### config.mk
export PLATFORM = sky130hd
export DESIGN_NAME = dump_status_poller
export DESIGN_NICKNAME = d
export VERILOG_FILES = /design/src/rtl/dump_poll_pkg.sv /design/src/rtl/dump_poll_pri_enc.sv /design/src/rtl/dump_status_poller.sv
export SDC_FILE = /design/constraint.sdc
export NUM_CORES = 1
export LEC_CHECK = 0
export BUFFER_PORTS_ARGS = -buffer_cell sky130_fd_sc_hd__buf_2
export CAP_MARGIN = 20
export CORE_UTILIZATION = 45
export DETAILED_ROUTE_END_ITERATION = 16
export GPL_TIMING_DRIVEN = 0
export PLACE_DENSITY = 0.79
export SETUP_SLACK_MARGIN = 0.4
export SLEW_MARGIN = 5
export SYNTH_ARGS = -nofsm -noshare
export SYNTH_HDL_FRONTEND = slang
export SYNTH_SLANG_ARGS = --single-unit
### constraint.sdc
create_clock -name clk -period 2.9 [get_ports clk]
set_input_delay 0.29 -clock clk [delete_from_list [all_inputs] [get_ports clk]]
set_output_delay 0.29 -clock clk [all_outputs]
set_load 0.01 [all_outputs]
### src/rtl/dump_poll_pkg.sv
// Shared types and constants for the dump status poller.
// DUMP_POLL_HEADER_EN adds the HDR state used for the per-sweep header beat.
package dump_poll_pkg;

  localparam int unsigned NUM_CH_MAX      = 12;
  localparam logic [7:0]  STATUS_ADDR_DEF = 8'hE1;
  localparam logic [3:0]  HDR_CHAN        = 4'hF;

  typedef enum logic [2:0] {
    IDLE,
    STAT_RD,
    STAT_GAP,
`ifdef DUMP_POLL_HEADER_EN
    HDR,
`endif
    SEL,
    CH_RD,
    CH_GAP,
    PUSH
  } state_t;

endpackage

### src/rtl/dump_poll_pri_enc.sv
// Lowest-set-bit encoder: returns the index of the lowest set bit of i_vec (0 if none).
module dump_poll_pri_enc
  import dump_poll_pkg::*;
#(
  parameter int unsigned NUM_CH = NUM_CH_MAX
) (
  input  logic [NUM_CH-1:0] i_vec,
  output logic [3:0]        o_idx
);

  always_comb begin
    o_idx = '0;
    // Scan downwards so the lowest set bit is the final assignment.
    for (int unsigned i = NUM_CH; i > 0; i--) begin
      if (i_vec[i-1]) o_idx = 4'(i - 1);
    end
  end

endmodule

### src/rtl/dump_status_poller.sv
// Polls the clear-on-read new-data status register and streams each flagged channel's dump words.
// Define DUMP_POLL_HEADER_EN to emit a header beat (chan 4'hF, status word) before each sweep.
module dump_status_poller
  import dump_poll_pkg::*;
#(
  parameter int unsigned NUM_CH        = 12,
  parameter logic [7:0]  STATUS_ADDR   = STATUS_ADDR_DEF,
  parameter logic [7:0]  CH_BASE       = 8'h00,
  parameter logic [7:0]  CH_STRIDE     = 8'h10,
  parameter int unsigned WORDS_PER_CH  = 4,
  parameter int unsigned RD_LAT        = 1,
  parameter int unsigned POLL_INTERVAL = 1000
) (
  input  logic        clk,
  input  logic        hw_rstn,
  input  logic        enable,
  output logic        chip_select,
  output logic        read,
  output logic        write,
  output logic [7:0]  address,
  output logic [31:0] write_data,
  input  logic [31:0] read_data,
  output logic        out_valid,
  input  logic        out_ready,
  output logic [31:0] out_data,
  output logic [3:0]  out_chan,
  output logic        out_last,
  output logic        busy
);

  localparam int unsigned    CW         = (POLL_INTERVAL > 1) ? $clog2(POLL_INTERVAL) : 1;
  localparam logic [CW-1:0]  CNT_RELOAD = CW'(POLL_INTERVAL - 1);
  localparam logic [3:0]     LAST_WORD  = 4'(WORDS_PER_CH - 1);
  localparam logic [7:0]     LAT_LAST   = 8'(RD_LAT);

  state_t                    r_state, w_state_n;
  logic [CW-1:0]             r_cnt, w_cnt_n;
  logic [7:0]                r_lat, w_lat_n;
  logic [NUM_CH-1:0]         r_pending, w_pending_n, w_pending_clr;
  logic [3:0]                r_ch, w_ch_n, w_idx;
  logic [3:0]                r_word, w_word_n;
  logic [NUM_CH_MAX-1:0]     r_status, w_status_n;
  logic                      r_cs, w_cs_n;
  logic [7:0]                r_addr, w_addr_n;
  logic [31:0]               r_out_data, w_out_data_n;
  logic                      r_out_valid, w_out_valid_n;
  logic [3:0]                r_out_chan, w_out_chan_n;
  logic                      r_out_last, w_out_last_n;
  logic                      r_busy, w_busy_n;

  function automatic logic [7:0] ch_addr(input logic [3:0] ch, input logic [3:0] word);
    return CH_BASE + 8'(ch) * CH_STRIDE + 8'(word);
  endfunction

  dump_poll_pri_enc #(.NUM_CH(NUM_CH)) u_pri_enc (
    .i_vec (r_pending),
    .o_idx (w_idx)
  );

  assign w_pending_clr = r_pending & ~(NUM_CH'(1) << r_ch);

  always_comb begin
    w_state_n     = r_state;
    w_cnt_n       = r_cnt;
    w_lat_n       = r_lat;
    w_pending_n   = r_pending;
    w_ch_n        = r_ch;
    w_word_n      = r_word;
    w_status_n    = r_status;
    w_addr_n      = r_addr;
    w_out_data_n  = r_out_data;
    w_out_chan_n  = r_out_chan;
    w_out_last_n  = r_out_last;
    unique case (r_state)
      IDLE: begin
        if (enable) begin
          if (r_cnt == '0) begin
            w_state_n = STAT_RD;
            w_cnt_n   = CNT_RELOAD;
            w_addr_n  = STATUS_ADDR;
            w_lat_n   = '0;
          end else begin
            w_cnt_n = r_cnt - 1'b1;
          end
        end
      end
      STAT_RD: begin
        if (r_lat == LAT_LAST) begin
          w_status_n = read_data[NUM_CH_MAX-1:0];
          w_state_n  = STAT_GAP;
        end else begin
          w_lat_n = r_lat + 8'd1;
        end
      end
      STAT_GAP: begin
        w_pending_n = r_status[NUM_CH-1:0];
        if (r_status[NUM_CH-1:0] == '0) begin
          w_state_n = IDLE;
        end else begin
`ifdef DUMP_POLL_HEADER_EN
          w_state_n    = HDR;
          w_out_data_n = {20'h0, r_status};
          w_out_chan_n = HDR_CHAN;
          w_out_last_n = 1'b1;
`else
          w_state_n = SEL;
`endif
        end
      end
`ifdef DUMP_POLL_HEADER_EN
      HDR: begin
        if (out_ready) w_state_n = SEL;
      end
`endif
      SEL: begin
        w_ch_n    = w_idx;
        w_word_n  = '0;
        w_addr_n  = ch_addr(w_idx, 4'd0);
        w_lat_n   = '0;
        w_state_n = CH_RD;
      end
      CH_RD: begin
        if (r_lat == LAT_LAST) begin
          w_out_data_n = read_data;
          w_state_n    = CH_GAP;
        end else begin
          w_lat_n = r_lat + 8'd1;
        end
      end
      CH_GAP: begin
        w_out_chan_n = r_ch;
        w_out_last_n = (r_word == LAST_WORD);
        w_state_n    = PUSH;
      end
      PUSH: begin
        if (out_ready) begin
          if (!r_out_last) begin
            w_word_n  = r_word + 4'd1;
            w_addr_n  = ch_addr(r_ch, r_word + 4'd1);
            w_lat_n   = '0;
            w_state_n = CH_RD;
          end else begin
            w_pending_n = w_pending_clr;
            w_state_n   = (w_pending_clr != '0) ? SEL : IDLE;
          end
        end
      end
      default: w_state_n = IDLE;
    endcase

    // Strobes are registered from the next state so they line up with the state they belong to.
    w_cs_n        = (w_state_n == STAT_RD) || (w_state_n == CH_RD);
    w_out_valid_n = (w_state_n == PUSH);
`ifdef DUMP_POLL_HEADER_EN
    if (w_state_n == HDR) w_out_valid_n = 1'b1;
`endif
    w_busy_n      = (w_state_n != IDLE);
  end

  always_ff @(posedge clk or negedge hw_rstn) begin
    if (!hw_rstn) begin
      r_state     <= IDLE;
      r_cnt       <= CNT_RELOAD;
      r_lat       <= '0;
      r_pending   <= '0;
      r_ch        <= '0;
      r_word      <= '0;
      r_status    <= '0;
      r_cs        <= 1'b0;
      r_addr      <= '0;
      r_out_data  <= '0;
      r_out_valid <= 1'b0;
      r_out_chan  <= '0;
      r_out_last  <= 1'b0;
      r_busy      <= 1'b0;
    end else begin
      r_state     <= w_state_n;
      r_cnt       <= w_cnt_n;
      r_lat       <= w_lat_n;
      r_pending   <= w_pending_n;
      r_ch        <= w_ch_n;
      r_word      <= w_word_n;
      r_status    <= w_status_n;
      r_cs        <= w_cs_n;
      r_addr      <= w_addr_n;
      r_out_data  <= w_out_data_n;
      r_out_valid <= w_out_valid_n;
      r_out_chan  <= w_out_chan_n;
      r_out_last  <= w_out_last_n;
      r_busy      <= w_busy_n;
    end
  end

  assign chip_select = r_cs;
  assign read        = r_cs;
  assign write       = 1'b0;
  assign write_data  = '0;
  assign address     = r_addr;
  assign out_valid   = r_out_valid;
  assign out_data    = r_out_data;
  assign out_chan    = r_out_chan;
  assign out_last    = r_out_last;
  assign busy        = r_busy;

endmodule
==> results_dict.tcl <==
set metrics [dict create \
    stdcell_area_mm2 0.006247 \
    avgRoutedWirePerCell_um 15.01 \
    tightestPinTransition_ns 0.7430 \
    crit_path_end_kind "flip-flop" \
    start_kind "flip-flop" \
    combPwrFrac_pct 43.9 \
    firstDrtPassIters 4 \
    die_w_um 107.8 \
    ant_nets 0 \
    grt_pass1_vias 3837 \
    leakage_uw 0.003020 \
    cp.arrival_ns 2.89 \
    antenna_found_initial 0 \
    route.detailed.drc 0 \
    die_height_um 107.8 \
    netlist_area_mm2 0.005039 \
    placed_cells 724 \
    die_area_mm2 0.01162 \
    num-fill-cells 952 \
    tns_ns 0 \
    ys_seq_elements 101 \
    clockBufferDepth 2 \
    rsz0062_at_grt "yes" \
    finalSetupViolations 0 \
    min_delay_path_depth 2 \
    overflow 0 \
    cts-buffers-inserted 9 \
    via_per_inst 5.254 \
    synth.largest_area_cell "dfrtp_1" \
    clkSinkCount 101 \
    path_class "flip-flop to flip-flop" \
    powerDensity_mw_per_mm2 982.6 \
    regArea_mm2 0.002542 \
    synth_ff_type "dfrtp_1" \
    hold_viol_final 0 \
    io_pins 118 \
    hp-class "input port to flip-flop" \
    drt_iter0_markers 167 \
    p_sw_share_pct 38.28 \
    dp_hpwl_um 8002 \
    synth_edf_count 0 \
    rr_worst_depth 9 \
    post-route-period-util_pct 91.29 \
    relSlewSlack_pct 50.36 \
    cts_tree "yes" \
    drive_gt1_share_pct 41.01 \
    areaGrowthSynthToFinish_pct 23.99 \
    num-nets-final 647 \
    dp_slack_ns 0.2270 \
    cts-root-buf "clkbuf_8" \
    stdcell_count 752 \
    num_rows 38 \
    start_util_pct 46.28 \
    multiInputGateArea_mm2 0.002349 \
    pwr-share-clk_pct 14.9 \
    grt_max_degree 69 \
    intPower_uw 3789 \
    place_area_mm2 0.005784 \
    gp_congestion 0.8941 \
    yosysWarnings 0 \
    wirelength_um 11290 \
    required_ns 3.15 \
    ctsHtreeMaxLevel 3 \
    synth_area_per_cell_um2 10.79 \
    period_minus_slack_ns 2.647 \
    status "finished clean" \
    worst_slack_ns 0.2526 \
    synth.distinct_cells 61 \
    vias 3951 \
    clk-insertion-delay-late_ns 0.36 \
    crit_path_max_fanout 6 \
    clock_skew_ns 0.01082 \
    antennaDiodeCount 0 \
    grt_usage_pct 20.04 \
    drv_slew 0 \
    max_cap_viol_count 0 \
    power.share.sequential_pct 41.2 \
    synth.area.top_cells "dfrtp_1, mux2_2, buf_4" \
    async_flop_share_pct 100.0 \
    yosysSeqAreaShare_pct 50.36 \
    path_clk_slew_ns 0.10 \
    coreArea_mm2 0.01089 \
    synth_top_area_share_pct 46.19 \
    power_switching_uw 2350 \
    ir_drop_v 0.0005220 \
    synthCells 467 \
    grt_first_pass_wirelength_um 18280 \
    portBuffers 84 \
    max_freq_mhz 377.7 \
]
==> path summary, 6_finish.rpt <==
path	slack, ns	startpoint	end
min reg2reg	0.50	address[3]	address[3]
min	0.15	read_data[27]	out_data[27]
max	0.25	r_ch[2]	r_lat[0]
min in group asynchronous	0.43	hw_rstn	out_data[11]
max in group asynchronous	1.73	hw_rstn	r_cnt[1]
max reg2reg	0.25	r_ch[2]	r_lat[0]
==> power groups by stage <==
stage	Sequential, µW	Combinational, µW	Clock (µW)
4_1_cts	2500	2570	938
3_5_place_dp	2510	2390	0
2_1_floorplan	2540	1560	0
3_3_place_gp	2470	2310	0
5_1_grt	2600	2940	985
6_report	2530	2690	917
==> cells by family after synthesis <==
kind of cell	after synthesis	synth area share, %
AOI/OAI and AO/OA	82	10.65
xor gates and xnor gates	10	1.738
adders and majority gates	4	0.9933
buffers and inverters	66	8.021
DFF	101	50.36
muxes	52	11.89
other	1	0.07443
and+or+nand+nor	151	16.27
==> state kept, by name (all words and copies together) (netlist names), 3 cells and up <==
signal and cells:
r_word 4, r_status 12, address 8, r_lat 8, r_ch 4, r_pending 12, r_state 3, out_data 32
r_cnt 10, out_chan 4
==> metal layers <==
layer	GRT usage [%]	vias to the layer above	part of all wire [%]
li1	-	1858	-
met1	26.00	1922	43
met2	33.15	152	49
met3	4.056	19	6.4
met4	7.143	0	1.8
met5	0	-	0
==> Yosys cell counts, types with 3 or more instances <==
cell type   n
nand2b_1    5
and3_1      6
o21ai_0    19
mux2_2     47
inv_1      12
a22o_1     10
buf_4      34
buf_6       3
nand4_1     3
nor3b_1     4
nand3_1     8
ha_1        4
a21oi_1    19
mux2_4      4
a21o_1      9
a31oi_1     6
clkbuf_1    9
nor2_1     29
or4_1       4
nor4_1      3
dfstp_2     8
buf_2       5
dfrtp_1    93
or4b_1      5
xnor2_1     5
xor2_1      5
nor3_1     20
nor2b_1     3
o22ai_1     3
nand2_1    43
==> critical path: stages (launching register included) <==
cell and delay [ns]:
dfrtp_2 0.47, or4b_4 0.59, a21oi_4 0.18, o22ai_2 0.10, o311ai_2 0.29, and3_1 0.21
buf_6 0.12, and3_4 0.17, buf_6 0.11, mux2_4 0.29
==> metrics by stage <==
step           hold slack (ns)  util (%)  total power [µW]
2_1_floorplan        -0.005591         -              4101
3_3_place_gp            0.4616     52.85              4782
3_5_place_dp            0.2695     53.13              4906
4_1_cts                 0.1379     56.38              6015
5_1_grt                 0.1351     57.38              6526
6_report                0.1510     57.38              6138
==> layout make-up <==
| cell class | count | area share (%) |
|---|---|---|
| multi-input cells | 332 | 37.59 |
| clock buffers | 10 | 2.043 |
| flip-flops and latches | 101 | 40.70 |
| clock inverters | 6 | 1.162 |
| inverters | 13 | 0.7811 |
| plain buffers | 53 | 6.048 |
| repair buffers | 97 | 8.872 |
| well taps | 140 | 2.804 |
==> placed cells by master (no fill, tap or decap), drive strengths merged, types with 10 or more instances in the layout <==
cell type  instances
o21ai             20
nor3              20
nand2             44
mux2              51
inv               14
conb              33
clkbuf            15
dfrtp             93
a21oi             21
nor2              29
buf              144
a22o              10
==> timing repair <==
| item | in CTS | in global routing |
|---|---|---|
| endpoints found under the setup margin | 39 | 47 |
| setup buffers | 9 | 2 |
| pin swaps | 8 | 9 |
| gates resized for setup | 22 | 26 |
| hold endpoints to repair | 33 | 0 |
| hold buffers | 1 | 0 |
(Power assumes the default switching activity.)
